--- config.mk ---
export PLATFORM = sky130hd
export DESIGN_NAME = rename_regfile
export DESIGN_NICKNAME = d
export VERILOG_FILES = /design/src/rtl/rename_regfile.sv
export SDC_FILE = /design/constraint.sdc
export NUM_CORES = 2
export LEC_CHECK = 0
export ABC_AREA = 0
export ABC_CLOCK_PERIOD_IN_PS = 44400
export CORE_MARGIN = 5
export CORE_UTILIZATION = 46
export CTS_BUF_LIST = sky130_fd_sc_hd__clkbuf_4 sky130_fd_sc_hd__clkbuf_8
export DETAILED_ROUTE_END_ITERATION = 10
export GPL_TIMING_DRIVEN = 0
export PLACE_DENSITY = 0.67
export SETUP_SLACK_MARGIN = 0.4
export SLEW_MARGIN = 20
export SYNTH_ARGS = -nofsm -noshare
export SYNTH_HDL_FRONTEND = slang
export SYNTH_SLANG_ARGS = --single-unit
--- constraint.sdc ---
create_clock -name clk -period 44.4 [get_ports clk]
set_input_delay 8.88 -clock clk [delete_from_list [all_inputs] [get_ports clk]]
set_output_delay 8.88 -clock clk [all_outputs]
set_load 0.02 [all_outputs]
--- src/rtl/rename_regfile.sv ---
// rename_regfile: architectural register file with rename tags for the
// Tomasulo/ROB core. Each register holds its committed value, a busy bit and
// the tag of the ROB entry that will produce its next value. Issue returns the
// registered operand status of rs1/rs2 and renames rd; commit writes the value
// back and frees the register only if no newer producer has renamed it since;
// flush drops every speculative mapping.
//
// Build option: define RF_COMMIT_BYPASS_EN to forward a same-cycle matching
// commit straight into the issue operand lookup. When it is undefined, such an
// operand is reported as waiting on the committing tag, and the ROB picks the
// value up from its own commit broadcast.
module rename_regfile #(
  parameter int REG_NUM   = 32,
  parameter int REG_ADD_W = 5,
  parameter int DATA_W    = 32,
  parameter int TAG_W     = 4
) (
  input  logic                 clk,
  input  logic                 rst,
  input  logic                 en,
  input  logic                 iIS_En,
  input  logic [REG_ADD_W-1:0] iIS_Rs1,
  input  logic [REG_ADD_W-1:0] iIS_Rs2,
  input  logic                 iIS_EnRd,
  input  logic [REG_ADD_W-1:0] iIS_Rd,
  input  logic [TAG_W-1:0]     iROB_Qn,
  input  logic                 iROB_En,
  input  logic [REG_ADD_W-1:0] iROB_Rd,
  input  logic [TAG_W-1:0]     iROB_Tag,
  input  logic [DATA_W-1:0]    iROB_Vd,
  input  logic                 iROB_Flush,
  output logic                 oROB_En,
  output logic                 oROB_Rdy1,
  output logic [TAG_W-1:0]     oROB_Qs1,
  output logic [DATA_W-1:0]    oROB_Vs1,
  output logic                 oROB_Rdy2,
  output logic [TAG_W-1:0]     oROB_Qs2,
  output logic [DATA_W-1:0]    oROB_Vs2
);

  localparam int OP_W = 1 + TAG_W + DATA_W;

  // Register 0 is never written, so it always reads value 0 and not busy.
  logic [DATA_W-1:0]  v   [REG_NUM];
  logic [TAG_W-1:0]   tag [REG_NUM];
  logic [REG_NUM-1:0] busy;

  logic            issue_ok;
  logic            commit_ok;
  logic            rename_ok;
  logic [OP_W-1:0] op1;
  logic [OP_W-1:0] op2;

  assign issue_ok  = iIS_En && !iROB_Flush;
  assign commit_ok = iROB_En && (iROB_Rd != '0);
  assign rename_ok = issue_ok && iIS_EnRd && (iIS_Rd != '0);

  // Operand status {rdy, tag, value} from pre-issue state; the tag is forced
  // to 0 when the operand is ready so the ROB never sees a stale producer.
  function automatic logic [OP_W-1:0] lookup(input logic [REG_ADD_W-1:0] rs);
    logic             rdy;
    logic [TAG_W-1:0] q;
    logic [DATA_W-1:0] val;
    rdy = !busy[rs];
    q   = busy[rs] ? tag[rs] : '0;
    val = v[rs];
`ifdef RF_COMMIT_BYPASS_EN
    if (commit_ok && (iROB_Rd == rs) && busy[rs] && (tag[rs] == iROB_Tag)) begin
      rdy = 1'b1;
      q   = '0;
      val = iROB_Vd;
    end
`endif
    return {rdy, q, val};
  endfunction

  // Combinational operand lookup for both sources.
  always_comb begin
    op1 = lookup(iIS_Rs1);
    op2 = lookup(iIS_Rs2);
  end

  // Registered issue response; payload holds between accepted issues.
  always_ff @(posedge clk or posedge rst) begin
    if (rst) begin
      oROB_En   <= 1'b0;
      oROB_Rdy1 <= 1'b0;
      oROB_Qs1  <= '0;
      oROB_Vs1  <= '0;
      oROB_Rdy2 <= 1'b0;
      oROB_Qs2  <= '0;
      oROB_Vs2  <= '0;
    end else if (en) begin
      oROB_En <= issue_ok;
      if (issue_ok) begin
        {oROB_Rdy1, oROB_Qs1, oROB_Vs1} <= op1;
        {oROB_Rdy2, oROB_Qs2, oROB_Vs2} <= op2;
      end
    end
  end

  // Register state: commit first, then rename (a same-cycle rename of the
  // committing register must win), then flush clears every busy bit.
  always_ff @(posedge clk or posedge rst) begin
    if (rst) begin
      for (int i = 0; i < REG_NUM; i++) begin
        v[i]   <= '0;
        tag[i] <= '0;
      end
      busy <= '0;
    end else if (en) begin
      if (commit_ok) begin
        v[iROB_Rd] <= iROB_Vd;
        if (busy[iROB_Rd] && (tag[iROB_Rd] == iROB_Tag))
          busy[iROB_Rd] <= 1'b0;
      end
      if (rename_ok) begin
        busy[iIS_Rd] <= 1'b1;
        tag[iIS_Rd]  <= iROB_Qn;
      end
      if (iROB_Flush)
        busy <= '0;
    end
  end

endmodule

; Yosys cells after proc, flatten, opt, wreduce, memory -nomap -nowiden
; Index checks and enable logic that the tools add are counted.
; W data, S select, Z words.
[totals]
output_inout_bits = 75
inputBits = 67
elab_cells = 147
ff_bits = 1259
[op_classes]
bitwise = 7
reduce_logical = 17
n_lt_le_gt_ge = 12
eq_ne = 1
muxes = 38
[op_table]
columns = cell, count
row1 = $bwmux W1024, 1
row2 = $bmux W32 S5, 2
row3 = $mux W32, 10
row4 = $demux W32 S5, 1
row5 = $bwmux W128, 1
row6 = $bmux W4 S5, 3
row7 = $mux W4, 9
row8 = $and A32 B32 Y32, 1
row9 = $not A32 Y32, 1
row10 = $or A32 B32 Y32, 1
row11 = $ge A6 B6 Y1 const B, 4
row12 = $lt A5 B6 Y1 const B, 4
row13 = $not A5 Y6, 4
row14 = $demux W4 S5, 1
row15 = $bmux W1 S5, 3
row16 = $lt A6 B1 Y1 const B, 2
row17 = $demux W1 S5, 2
row18 = $ge A5 B1 Y1 const B, 2
row19 = $reduce_bool A5 Y1, 2
row20 = $logic_and A1 B1 Y1, 9
row21 = $reduce_and A2 Y1, 3
row22 = $mux W1, 5
row23 = $eq A4 B4 Y1, 1
row24 = $logic_not A1 Y1, 3

; Logic depth before layout (Yosys ltp)
[depth]
ltp_word = 12
mapped_depth = 13
depth_no_buf = 8

; Least setup slack after synthesis
; No wires, ideal clock.
[synth_timing]
kind = input to register
startpoint = input iROB_Rd[1]
endpoint = register busy[23]
path_stages = 10
setup_ns = 0.124
n_path_buf = 2
arrival_time_ns = 11.128
t_required_ns = 44.276
slack_ns = 33.148
path_cell_list = buf_6 > mux4_2 > a22o_1 > a311oi_2 > o21ai_1 > xor2_1 > or2_0 > buf_6 > or3_1 > o31a_1
[synth_via]
elab_chain_cells = 12
elab_cells_between_ends = 23
cone_classes = 2 x order compare / 1 x eq/ne / 12 x mux / 4 x bitwise / 4 x reduce/logical
[synth_rtl]
columns = item, line_no
row1 = start: declaration, 28  ; input logic [REG_ADD_W-1:0] iROB_Rd,
row2 = $lt A5 B6 Y1 (not written as such) (tied with other cells), 115  ; busy[iROB_Rd] <= 1'b0;
row3 = $logic_and A1 B1 Y1 (not written as such) or $bmux W4 S5 (tied branches), "115, 114"
row4 = $mux W1 (not written as such) or $mux W4 (tied branches), "115, 114"
row5 = $demux W1 S5 or $mux W4 (tied branches), "115, 114"
row6 = $not A32 Y32 (no source line) or $eq A4 B4 Y1 (tied branches), -
row7 = $and A32 B32 Y32 (no source line) or $logic_and A1 B1 Y1 (tied branches), -
row8 = $mux W32, 114  ; if (busy[iROB_Rd] && (tag[iROB_Rd] == iROB_Tag))
row9 = $mux W32 (*), 112  ; if (commit_ok) begin
row10 = $mux W32 (*), 111  ; end else if (en) begin
row11 = $or A32 B32 Y32 (no source line), -
row12 = $mux W32 (*), 117  ; if (rename_ok) begin
row13 = $mux W32 (*), 121  ; if (iROB_Flush)
row14 = end signal: assignment, 110  ; busy <= '0;
row15 = end signal: indexed assignment, 118  ; busy[iIS_Rd] <= 1'b1;
row16 = end signal: assignment, 122  ; busy <= '0;
row17 = end: declaration, 46  ; logic [REG_NUM-1:0] busy;
; Mark *: on every way between the ends. The rest lies on a longest branch, timed or not. The select of a mux whose other input is x is not followed.
; A chain may end at the register's enable or synchronous reset.

; Worst setup path in the final report
[layout_timing]
startpoint = input iROB_Rd[0]
endpoint = register v[913] in the netlist's numbering
[layout_via]
elab_chain_cells = 6
elab_cells_between_ends = 10
cone_classes = 2 x order compare / 3 x mux / 1 x bitwise / 4 x reduce/logical
[layout_rtl]
columns = item, line_no
row1 = $not A5 Y6 (not written as such), 113  ; v[iROB_Rd] <= iROB_Vd;
row2 = $ge A6 B6 Y1 (not written as such) or $lt A6 B1 Y1 (tied branches), 113
row3 = $logic_and A1 B1 Y1 (not written as such), 113
row4 = $mux W32 (not written as such), 113
row5 = $demux W32 S5, 113
row6 = $bwmux W1024, 113
row7 = end signal: indexed assignment, 113
row8 = end: declaration, 44  ; logic [DATA_W-1:0] v [REG_NUM];
; Several ways; a longest one is shown, not always the timed one.

==> impl_metrics.json <==
{
  "start_kind": "input pin",
  "finalSetupViolCount": 0,
  "root_buffer": "clkbuf_8",
  "cts_made_buffers": 215,
  "yosysMostFrequentCell": "dfrtp_1",
  "grt_pass1_wl_microns": 342500,
  "cp.required_ps": 45210,
  "ys_top_cells_by_area": "dfrtp_1, mux4_2, mux2_2, mux2i_1, clkbuf_1",
  "die-height_microns": 391.0,
  "fin_tns_setup_ps": 0,
  "yosysSeqAreaShare_pct": 47.18,
  "min_from": "v[1003]",
  "grt_pass1_vias": 45940,
  "cts_max_path_buffers": 3,
  "drv_cap": 0,
  "fin_skew_ps": 72.80,
  "num_io_pins": 142,
  "postCtsResizedCells": 0,
  "avgSynthCellArea_sq_um": 15.81,
  "synth_top_cell_area_share_pct": 47.18,
  "ys_ff_latch": 1259,
  "clk_latency_ps": 990,
  "fin_nets": 4695,
  "cp-end-kind": "flop",
  "cp.arrival_ps": 13560,
  "grt_max_degree": 35,
  "fmaxAchievable_ghz": 0.07841,
  "hp-class": "reg2reg",
  "first_pass_iters": 6,
  "max_slew_margin_pct": 12.99,
  "gp_congestion": 0.9516,
  "fin_crit_sh_pct": 28.73,
  "wl_per_cell_microns": 35.96,
  "outcome": "finished clean",
  "power_density_nw_per_um2": 40.17,
  "grt_use_total_pct": 31.68,
  "seq_area_sq_um": 31510,
  "area_growth_pct": 14.30,
  "rr_worst_depth": 9,
  "port_buffers": 132,
  "synth_common_cells": "dfrtp_1, mux2_2, mux4_2",
  "drc": 0,
  "hold_viol": 0,
  "rows": 139,
  "final_cells": 6694,
  "dieArea_sq_um": 152900,
  "vias": 45170,
  "drtIter0Drc": 5012,
  "routed_wl_microns": 240700,
  "synth_area_sq_um": 66780,
  "core_sq_um": 144000,
  "slew_viol_final": 0,
  "antenna_found_initial": 11,
  "total_power_mw": 3.066,
  "multiInputGateArea_sq_um": 33330,
  "numClockSinks": 1259,
  "hpwl_microns": 166700,
  "yosysTopAreaCell": "dfrtp_1",
  "min_delay_path_depth": 1,
  "holdBufCountCts": 0,
  "fill_cells": 12000,
  "leakagePower_nw": 33.68,
  "synth-edff-count": 0,
  "synthCells": 4223,
  "overflow": 0,
  "worst_pin_slew_ps": 1305,
  "regToRegStartpoint": "tag[51]",
  "synth_flop_cell": "dfrtp_1",
  "yosysWarningCount": 0,
  "antenna_left": 0,
  "rsz0062_at_grt": "false",
  "cts_setup_buffers": 0,
  "dp.cells": 6314,
  "finalCriticalPeriod_ps": 12750,
  "htree_num_levels": 4,
  "rrSetupSlack_ps": 41110,
  "initial_core_util_pct": 46.37,
  "vias_per_cell": 6.748,
  "ir_drop_v": 0.00003293,
  "cts_tree": "built",
  "synthDistinctLibCells": 66,
  "critPathKind": "in2reg",
  "worstHoldEndpoint": "v[1003]",
  "fp.dieW_microns": 391.0,
  "drive_above_1_share_pct": 52.27,
  "async_flop_share_pct": 100.0,
  "clkTransAtPathRegs_ps": 60,
  "crit_start": "iROB_Rd[0]",
  "path_max_fanout": 10,
  "syn_nets": 4290,
  "r2r_end": "busy[22]"
}
[how the worst max path moves through the flow]
stage                         end  depth (start not counted)  slack [ps]
after floorplan           busy[0]                          1       18120
after global placement     v[140]                          2       10260
after detailed placement   v[363]                          9       30880
after CTS                  v[355]                          9       31920
after global routing       v[355]                          9       31770
final                      v[913]                          9       31650
[stage by stage]
stage / hold slack, ps / setup WS, ps / cell area (sq um) / util [%]
after CTS: 478.3 / 31920 / 76290 / 52.98
after global placement: 452.4 / 10260 / 70480 / 48.95
after detailed placement: 463.2 / 30880 / 71750 / 49.83
after global routing: 492.6 / 31770 / 76310 / 53.00
final: 473.8 / 31650 / 76330 / 53.00
after floorplan: 441.3 / 18120 / 66780 / -
[kinds of logic after synthesis]
logic type / count (synthesis) / share of synthesized area [%]
AOI/OAI and AO/OA: 171 / 1.559
xor gates and xnor gates: 3 / 0.03936
buffers and inverters: 478 / 2.936
DFF: 1259 / 47.18
muxes: 1988 / 46.00
and+or+nand+nor: 324 / 2.288
[layout make-up]
class / instances / share of cell area (%)
multi-input cells: 2486 / 43.67
flip-flops and latches: 1259 / 41.28
clock buffers: 349 / 5.654
repair buffers: 188 / 3.183
well taps: 1903 / 3.120
plain buffers: 459 / 2.679
clock inverters: 23 / 0.2983
inverters: 19 / 0.09836
diodes: 8 / 0.02623
[power breakdown]
group          switching (mW)  internal (mW)  leakage [nW]
clock                   0.502          0.622          2.43
sequential              0.102           1.29          16.8
combinational           0.249          0.304          14.4
total                   0.853           2.21          33.7
[worst max-delay path, cell delays in order]
cell and delay (ps):
clkdlybuf4s50_1 900, buf_6 310, buf_2 300, buf_2 340
buf_2 290, nand4_1 380, nor2_1 1090, buf_2 650
mux2_2 390
[state kept, by name (all words and copies together) (netlist names)]
register,cells
oROB_Rdy1,1
oROB_Qs1,4
oROB_Qs2,4
oROB_Rdy2,1
v,1024
oROB_Vs2,32
tag,128
oROB_En,1
busy,32
oROB_Vs1,32
[cells in the final DEF (no fill, tap or decap), types with 35 or more instances in the layout]
| master | instances |
|---|---|
| dfrtp_1 | 1259 |
| mux2_2 | 1109 |
| mux4_2 | 751 |
| clkbuf_8 | 271 |
| clkbuf_1 | 233 |
| nand2_1 | 166 |
| clkdlybuf4s50_1 | 132 |
| mux2i_1 | 126 |
| buf_2 | 110 |
| o21ai_0 | 85 |
| clkbuf_4 | 78 |
| clkbuf_2 | 70 |
| nor2_1 | 61 |
| buf_12 | 44 |
| buf_1 | 35 |
[layer usage]
layer	global-route usage [%]	vias up	part of all wire, %
met2	46.07	2828	44
met1	42.80	24390	39
li1	-	17240	-
met5	0	-	0.010
met4	16.54	4	6.2
met3	10.32	715	11
No activity file was read; power rests on OpenSTA's default activity.
